<file path="src/rtl/lsf_engine_scheduler.sv">
// Spreads HEG ROIs and their MDT hits over N_ENG Legendre segment-finder engines,
// then merges the engine results round-robin onto a single SF->PTCALC stream.
module lsf_engine_scheduler #(
    parameter int N_ENG   = 2,
    parameter int ROI_W   = 32,
    parameter int HIT_W   = 32,
    parameter int OUT_W   = 32,
    parameter int TIMEOUT = 1024
) (
    input  logic                    clock,
    input  logic                    resetbar,
    input  logic [ROI_W-1:0]        roi,
    input  logic                    roi_we,
    input  logic [HIT_W-1:0]        mdt_hit,
    input  logic                    mdt_hit_we,
    input  logic                    i_eof,
    output logic [ROI_W-1:0]        eng_roi,
    output logic [N_ENG-1:0]        eng_roi_we,
    output logic [HIT_W-1:0]        eng_hit,
    output logic [N_ENG-1:0]        eng_hit_we,
    output logic [N_ENG-1:0]        eng_eof,
    input  logic [N_ENG*OUT_W-1:0]  eng_out,
    input  logic [N_ENG-1:0]        eng_out_vld,
    output logic [OUT_W-1:0]        lsf_output,
    output logic                    lsf_output_vld,
    output logic [N_ENG-1:0]        eng_busy,
    output logic [15:0]             roi_drop_cnt,
    output logic [15:0]             err_cnt
);

    localparam int IDX_W = $clog2(N_ENG);
    localparam int TMR_W = $clog2(TIMEOUT + 1);

    localparam logic [1:0] ST_IDLE  = 2'd0;
    localparam logic [1:0] ST_ROUTE = 2'd1;
    localparam logic [1:0] ST_DROP  = 2'd2;

    logic [1:0]       state, nxt_state;
    logic [IDX_W-1:0] sel, nxt_sel;
    logic [IDX_W-1:0] rr_ptr, nxt_rr;
    logic [IDX_W-1:0] arb_ptr;
    logic [TMR_W-1:0] tmr [N_ENG];
    logic [N_ENG-1:0] hold_vld;
    logic [OUT_W-1:0] hold_data [N_ENG];

    logic [N_ENG-1:0] roi_we_n, hit_we_n, eof_n;
    logic             fwd_hit, load_roi, proto_err, drop_inc;
    logic             free_found, grant_found;
    logic [IDX_W-1:0] free_idx, grant_idx;
    logic [N_ENG-1:0] gnt, timeout, overflow;
    logic [3:0]       err_inc;
    logic [16:0]      err_sum;

    function automatic logic [IDX_W-1:0] next_idx(input logic [IDX_W-1:0] x);
        return (x == IDX_W'(N_ENG - 1)) ? '0 : x + 1'b1;
    endfunction

    // Returns {found, index} of the first set request at or after start, wrapping.
    function automatic logic [IDX_W:0] rr_pick(input logic [N_ENG-1:0] req,
                                               input logic [IDX_W-1:0] start);
        logic [IDX_W-1:0] idx;
        logic [IDX_W-1:0] pick;
        logic             found;
        idx   = start;
        pick  = start;
        found = 1'b0;
        for (int i = 0; i < N_ENG; i++) begin
            if (!found && req[idx]) begin
                found = 1'b1;
                pick  = idx;
            end
            idx = next_idx(idx);
        end
        return {found, pick};
    endfunction

    assign {free_found, free_idx}   = rr_pick(~eng_busy, rr_ptr);
    assign {grant_found, grant_idx} = rr_pick(hold_vld, arb_ptr);

    // NOTE: every variable assigned in an always_comb gets a default first so no latch is inferred.
    always_comb begin
        nxt_state = state;
        nxt_sel   = sel;
        nxt_rr    = rr_ptr;
        roi_we_n  = '0;
        hit_we_n  = '0;
        eof_n     = '0;
        fwd_hit   = 1'b0;
        load_roi  = 1'b0;
        proto_err = 1'b0;
        drop_inc  = 1'b0;

        case (state)
            ST_IDLE: begin
                if (!roi_we && (mdt_hit_we || i_eof))
                    proto_err = 1'b1;
            end
            ST_ROUTE: begin
                if (roi_we) begin
                    // A new ROI without a closing eof implicitly terminates the open one.
                    eof_n[sel] = 1'b1;
                    proto_err  = 1'b1;
                end else begin
                    if (mdt_hit_we) begin
                        hit_we_n[sel] = 1'b1;
                        fwd_hit       = 1'b1;
                    end
                    if (i_eof) begin
                        eof_n[sel] = 1'b1;
                        nxt_state  = ST_IDLE;
                    end
                end
            end
            ST_DROP: begin
                if (roi_we)
                    proto_err = 1'b1;
                else if (i_eof)
                    nxt_state = ST_IDLE;
            end
            default: nxt_state = ST_IDLE;
        endcase

        // Same-cycle hit and eof belong to the incoming ROI.
        if (roi_we) begin
            if (free_found) begin
                roi_we_n[free_idx] = 1'b1;
                load_roi           = 1'b1;
                nxt_sel            = free_idx;
                nxt_rr             = next_idx(free_idx);
                if (mdt_hit_we) begin
                    hit_we_n[free_idx] = 1'b1;
                    fwd_hit            = 1'b1;
                end
                if (i_eof) begin
                    eof_n[free_idx] = 1'b1;
                    nxt_state       = ST_IDLE;
                end else begin
                    nxt_state = ST_ROUTE;
                end
            end else begin
                drop_inc  = 1'b1;
                nxt_state = i_eof ? ST_IDLE : ST_DROP;
            end
        end
    end

    always_comb begin
        gnt = '0;
        if (grant_found)
            gnt[grant_idx] = 1'b1;
        err_inc = {3'b000, proto_err};
        for (int k = 0; k < N_ENG; k++) begin
            timeout[k]  = eng_busy[k] && !eng_out_vld[k] && (tmr[k] == TMR_W'(TIMEOUT - 1));
            overflow[k] = eng_out_vld[k] && hold_vld[k] && !gnt[k];
            err_inc     = err_inc + {3'b000, timeout[k]} + {3'b000, overflow[k]};
        end
        err_sum = {1'b0, err_cnt} + {13'd0, err_inc};
    end

    // NOTE: sequential state is written with non-blocking assignments only.
    always_ff @(posedge clock) begin
        if (!resetbar) begin
            state          <= ST_IDLE;
            sel            <= '0;
            rr_ptr         <= '0;
            arb_ptr        <= '0;
            eng_roi        <= '0;
            eng_roi_we     <= '0;
            eng_hit        <= '0;
            eng_hit_we     <= '0;
            eng_eof        <= '0;
            eng_busy       <= '0;
            hold_vld       <= '0;
            lsf_output     <= '0;
            lsf_output_vld <= 1'b0;
            roi_drop_cnt   <= '0;
            err_cnt        <= '0;
            for (int k = 0; k < N_ENG; k++)
                tmr[k] <= '0;
        end else begin
            state      <= nxt_state;
            sel        <= nxt_sel;
            rr_ptr     <= nxt_rr;
            eng_roi_we <= roi_we_n;
            eng_hit_we <= hit_we_n;
            eng_eof    <= eof_n;
            if (load_roi)
                eng_roi <= roi;
            if (fwd_hit)
                eng_hit <= mdt_hit;

            for (int k = 0; k < N_ENG; k++) begin
                if (roi_we_n[k]) begin
                    eng_busy[k] <= 1'b1;
                    tmr[k]      <= '0;
                end else if (eng_busy[k]) begin
                    if (eng_out_vld[k] || timeout[k])
                        eng_busy[k] <= 1'b0;
                    else
                        tmr[k] <= tmr[k] + 1'b1;
                end

                if (eng_out_vld[k] && !overflow[k])
                    hold_vld[k] <= 1'b1;
                else if (gnt[k])
                    hold_vld[k] <= 1'b0;
            end

            lsf_output_vld <= grant_found;
            if (grant_found) begin
                lsf_output <= hold_data[grant_idx];
                arb_ptr    <= next_idx(grant_idx);
            end

            if (drop_inc && roi_drop_cnt != 16'hFFFF)
                roi_drop_cnt <= roi_drop_cnt + 16'd1;
            err_cnt <= err_sum[16] ? 16'hFFFF : err_sum[15:0];
        end
    end

    // NOTE: hold payloads are not reset; hold_vld alone decides whether they are ever read.
    always_ff @(posedge clock) begin
        for (int k = 0; k < N_ENG; k++)
            if (eng_out_vld[k] && !overflow[k])
                hold_data[k] <= eng_out[k*OUT_W +: OUT_W];
    end

endmodule
</file>
<file path="config.mk">
export PLATFORM = sky130hd
export DESIGN_NAME = lsf_engine_scheduler
export DESIGN_NICKNAME = d
export VERILOG_FILES = /design/src/rtl/lsf_engine_scheduler.sv
export SDC_FILE = /design/constraint.sdc
export NUM_CORES = 1
export LEC_CHECK = 0
export ABC_AREA = 1
export CAP_MARGIN = 20
export CORE_AREA = 2 2 143 145
export DETAILED_ROUTE_END_ITERATION = 12
export DIE_AREA = 0 0 145 147
export HOLD_SLACK_MARGIN = 0.1
export PLACE_DENSITY = 0.8
export SYNTH_ARGS = -nofsm -noshare
export SYNTH_HDL_FRONTEND = slang
export SYNTH_SLANG_ARGS = --single-unit
export TNS_END_PERCENT = 5
</file>
<file path="constraint.sdc">
create_clock -name clock -period 4.77 [get_ports clock]
set_input_delay 0.7155 -clock clock [delete_from_list [all_inputs] [get_ports clock]]
set_output_delay 0.7155 -clock clock [all_outputs]
set_load 0.005 [all_outputs]
</file>
* Word level (Yosys, flattened, before mapping)
Memory sizes are Yosys's and may differ from the RTL's. A register that Yosys moved wholly into a read port is not among the register bits. Cells that the tools add are included.
Storage, ports and cells: register bits after elaboration 112, RAM bits 86, logic and storage cells 179, memories 2
Memories:
- hold_data | depth 2, width 32, read ports 1, clocked after memory_dff 1, wr ports 2, RTL line 44 | logic [OUT_W-1:0] hold_data [N_ENG];
- tmr | depth 2, width 11, read ports 2, clocked after memory_dff 0, wr ports 2, RTL line 42 | logic [TMR_W-1:0] tmr [N_ENG];
Operators by class: add/sub/neg operators 12, order comparisons 10, eq/ne operators 7, mux-type cells 90, bitwise logic cells 7, reductions and logical operators 36
Operators with widths (number):
- $mux W1 | 61
- $mux W11 | 4
- $mux W2 | 19
- $add A11 B1 Y11 const B | 2
- $eq A11 B10 Y1 const B | 2
- $add A16 B4 Y17 | 1
- $logic_and A1 B1 Y1 | 17
- $add A16 B1 Y16 const B | 1
- $mux W16 | 1
- $ne A16 B16 Y1 const B | 1
- $lt A1 B2 Y1 const B | 7
- $logic_not A1 Y1 | 10
- $add A1 B1 Y1 const B | 4
- $add A3 B1 Y4 | 1
- $add A4 B1 Y4 | 1
- $or A1 B1 Y1 | 4
- $or A2 B2 Y2 | 2
- $pmux W2 S2 | 1
- $reduce_and A2 Y1 | 2
- $reduce_bool A2 Y1 | 2
- $add A2 B1 Y3 | 1
- $demux W1 S1 | 3
- $ge A1 B1 Y1 const B | 3
- $logic_or A1 B1 Y1 | 3
- 9 further kinds | 9

* Depth between registers and ports, before layout
word-level depth 18, mapped depth 20, gate-level depth less buffers 19

* Worst setup path after synthesis
OpenSTA, ideal clock, no wires.
kind input -> register, from input roi_we, to register err_cnt[11], setup time 109 ps, data arrival time 3648 ps, required time 4661 ps, setup slack 1013 ps, stages on the path 18, buffers on the path 2, cell sequence buf_2 > inv_1 > nand2_1 > o21bai_1 > a21oi_1 > fa_1 > fa_1 > ha_1 > fa_1 > nand2_1 > nand2_1 > nand2_4 > nor2_4 > nand3_4 > buf_6 > nand3_1 > nand2_1 > inv_1
Between the ends: longest elaborated chain between the ends 10
RTL lines:
- from (decl) | RTL line 13 | input logic roi_we,
- $logic_not A1 Y1 | RTL line 95 | if (!roi_we && (mdt_hit_we || i_eof))
- $logic_and A1 B1 Y1 | RTL line 95
- $mux W1 | RTL line 95
- $pmux W1 S2 (*) | RTL line 93 | case (state)
- $add A1 B1 Y2 (*) | RTL line 155 | err_inc = err_inc + {3'b000, timeout[k]} + {3'b000, overflow[k]};
- $add A2 B1 Y3 (*) | RTL line 155
- $add A3 B1 Y4 (*) | RTL line 155
- $add A4 B1 Y4 (*) | RTL line 155
- $add A16 B4 Y17 (*) | RTL line 157 | err_sum = {1'b0, err_cnt} + {13'd0, err_inc};
- $mux W16 (*) | RTL line 217 | err_cnt <= err_sum[16] ? 16'hFFFF : err_sum[15:0];
- to (signal assigned) | RTL line 217
- to (decl) | RTL line 28 | output logic [15:0] err_cnt
Every way passes the cells marked *; elsewhere a longest branch is shown, timed or not. A chain may end at the register's enable or synchronous reset.

* Worst setup path in the final report
from input roi_we, to register err_cnt[8]
The elaborated chain is that of the path after synthesis.

==> results.tsv <==
metric	value	unit
setup_tns	0	ns
drcViolationCount	0	
synth_flop_cell	dfxtp_1	
rsz0062_at_grt	false	
critPathKind	in2reg	
min_period_over_period	80.6	%
pin_count	272	
synth_fa_ha_area_share	1.97	%
cts.sinks	230	
fin_cells	1619	
h-tree-depth	1	
firstDrtPassIters	5	
synth_top_area_share	30.7	%
ys_ff_latch	230	
synth_edf_count	86	
drt_iter0_markers	290	
dp.cells	1572	
fp.coreArea	0.0198	mm^2
start_kind	primary input	
post_cts_buffers	0	
holdBufCountCts	0	
die_w	145	um
cp_max_fo	14	
setup_viol	0	
syn-num-nets	1220	
cellLeakagePower	5.19	nW
worstHoldPathType	reg2reg	
muxShareOfSynthArea	0	%
fin_nets	1478	
synth_top_cell_by_area	dfxtp_1	
clockBufferDepth	3	
vias_per_cell	4.97	
finalClockSkew	0.0225	ns
start_util	47.4	%
gr-total-overflow	0	
cts_tree	yes	
place_ws	0.465	ns
yosysMostFrequentCell	nor2_1	
ys_warn_count	0	
postRouteAntennaNets	0	
timing.fmax	260	MHz
cp-end-kind	flop	
status	completed	
yosys.area_share.simple	21.6	%
syn_area_per_cell	8.77	um^2
rows	52	
n_antenna_cell	0	
syn2layout_area_growth	39.2	%
slew_violations	0	
die-area	0.0213	mm^2
numPortBuffers	271	
grt_pass1_vias	7879	
grt_use_total	22.0	%
max-slew-margin-rel	29.8	%
cts_root_buf	clkbuf_16	
cp.arrival	4.22	ns
grt_pass1_wl	38.7	mm
multiInputGateArea	0.00329	mm^2
ys_types	35	
yosys-top-cells-count	nor2_1 (200), nand2_1 (167), dfxtp_1 (144)	
syn-cell-area	0.00940	mm^2
crit_required	5.14	ns
clkTransAtPathRegs	0.06	ns
die_h	147	um
hold_viol	0	
grt_max_degree	81	
gp_congestion	0.820	
vias	8047	
synth-xor-area-share	1.86	%
hold_ws	0.474	ns
antenna_found_initial	0	
ir_drop	0.302	mV
cap_violations	0	
fillers	1580	
async_reset_ff_share	0	%
yosysSeqAreaShare	58.1	%
powerDensity	361	mW/mm^2
synth_compound_area_share	9.58	%
tightest_slew	1.05	ns
postSynthCellCount	1072	
cts_made_buffers	25	
routedWlPerCell	14.9	um
ff_latch_area	0.00547	mm^2
dp_hpwl	16.3	mm
drt-total-wl	24.1	mm
clkLatencyLatePin	0.52	ns
synth_top_family_by_area	simple AND/OR/NAND/NOR gates	
fin_ws	0.923	ns
synth.top_cells.by_area	dfxtp_1 (31%), edfxtp_1 (27%), nor2_1 (8.0%)	
drive_gt1_share	5.49	%
cts_resized	0	
timing.final.crit_period	3.85	ns
[worst paths after layout]
| check | from | to | slack [ns] | depth (start not counted) |
|---|---|---|---|---|
| worst max-delay path | roi_we | err_cnt[8]$_SDFF_PN0_ | 0.92 | 17 |
| worst min-delay path | lsf_output[15]$_SDFFE_PN0P_ | lsf_output[15]$_SDFFE_PN0P_ | 0.47 | 2 |
| worst max register to register | tmr[1][0]$_SDFFCE_PN0P_ | err_cnt[8]$_SDFF_PN0_ | 0.98 | 17 |
| worst min register to register | lsf_output[15]$_SDFFE_PN0P_ | lsf_output[15]$_SDFFE_PN0P_ | 0.47 | 2 |
[cells by family after synthesis]
group,after synthesis
flip-flops,230
AND/OR/NAND/NOR,479
adder cells (fa/ha/maj),13
XOR/XNOR,20
AO/OA/AOI/OAI,177
buffers and inverters,153
[metrics by stage]
step / util, % / instance area [um^2] / total power, mW
4_1_cts: 65.9 / 13100 / 4.76
6_report: 66.0 / 13100 / 4.72
5_1_grt: 66.0 / 13100 / 4.90
3_5_place_dp: 61.7 / 12200 / 2.83
2_1_floorplan: - / 9400 / 2.50
3_3_place_gp: 61.7 / 12200 / 2.82
[report_power, final]
part	switching, mW	internal, mW	total [mW]	leakage [nW]
combinational	0.258	0.300	0.558	2.74
sequential	0.0645	2.17	2.24	2.05
clock	0.783	1.14	1.92	0.408
[cell type report]
cell class | count | share of cell area, %
Tap cell | 270 | 2.58
Clock inverter | 19 | 1.40
Timing Repair Buffer | 277 | 21.1
Sequential cell | 230 | 41.7
Clock buffer | 27 | 4.91
Inverter | 107 | 3.07
Multi-Input combinational cell | 689 | 25.2
[per-layer routing]
layer / wire length (um) / GRT usage (%) / vias to the layer above
met1: 9660 / 25.4 / 3744
met5: 0 / 0 / -
met3: 1760 / 5.87 / 40
met2: 12100 / 40.2 / 251
li1: - / - / 4012
met4: 595 / 6.24 / 0
[cell usage in the layout, fill, tap and decap left out, drive strengths merged]
master,netlist,layout
clkdlybuf4s50,0,270
nor2,207,207
nand2,175,175
dfxtp,144,144
o21ai,133,133
inv,107,109
edfxtp,86,86
nand3,74,74
a21oi,38,38
clkbuf,25,27
xor2,12,12
clkinv,0,12
nand4,10,10
ha,10,10
xnor2,8,8
buf,21,7
nor3,6,6
nand3b,4,4
fa,3,3
bufinv,0,3
or2,2,2
o31ai,2,2
clkinvlp,0,2
nor3b,1,1
o21a,1,1
o2111ai,1,1
a31oi,1,1
o21bai,1,1
[registers in the layout, summed over array words and instances (netlist names)]
signal,flops
hold_data,64
err_cnt,16
tmr,22
eng_roi,32
eng_eof,2
eng_hit,32
arb_ptr,1
sel,1
roi_drop_cnt,16
state,2
hold_vld,2
eng_busy,2
rr_ptr,1
eng_roi_we,2
lsf_output,32
eng_hit_we,2
lsf_output_vld,1
[critical path: stages]
cell and delay, ns:
clkdlybuf4s50_1 0.43, inv_1 0.20, nand2_1 0.10, o21bai_1 0.17
a21oi_1 0.23, fa_1 0.48, fa_1 0.45, ha_1 0.24
fa_1 0.44, nand2_1 0.09, nand2_1 0.11, nand2_4 0.13
nor2_4 0.06, nand3_4 0.15, nand2_1 0.07, nor2_1 0.09
nor2_1 0.04
(Power assumes the default switching activity.)
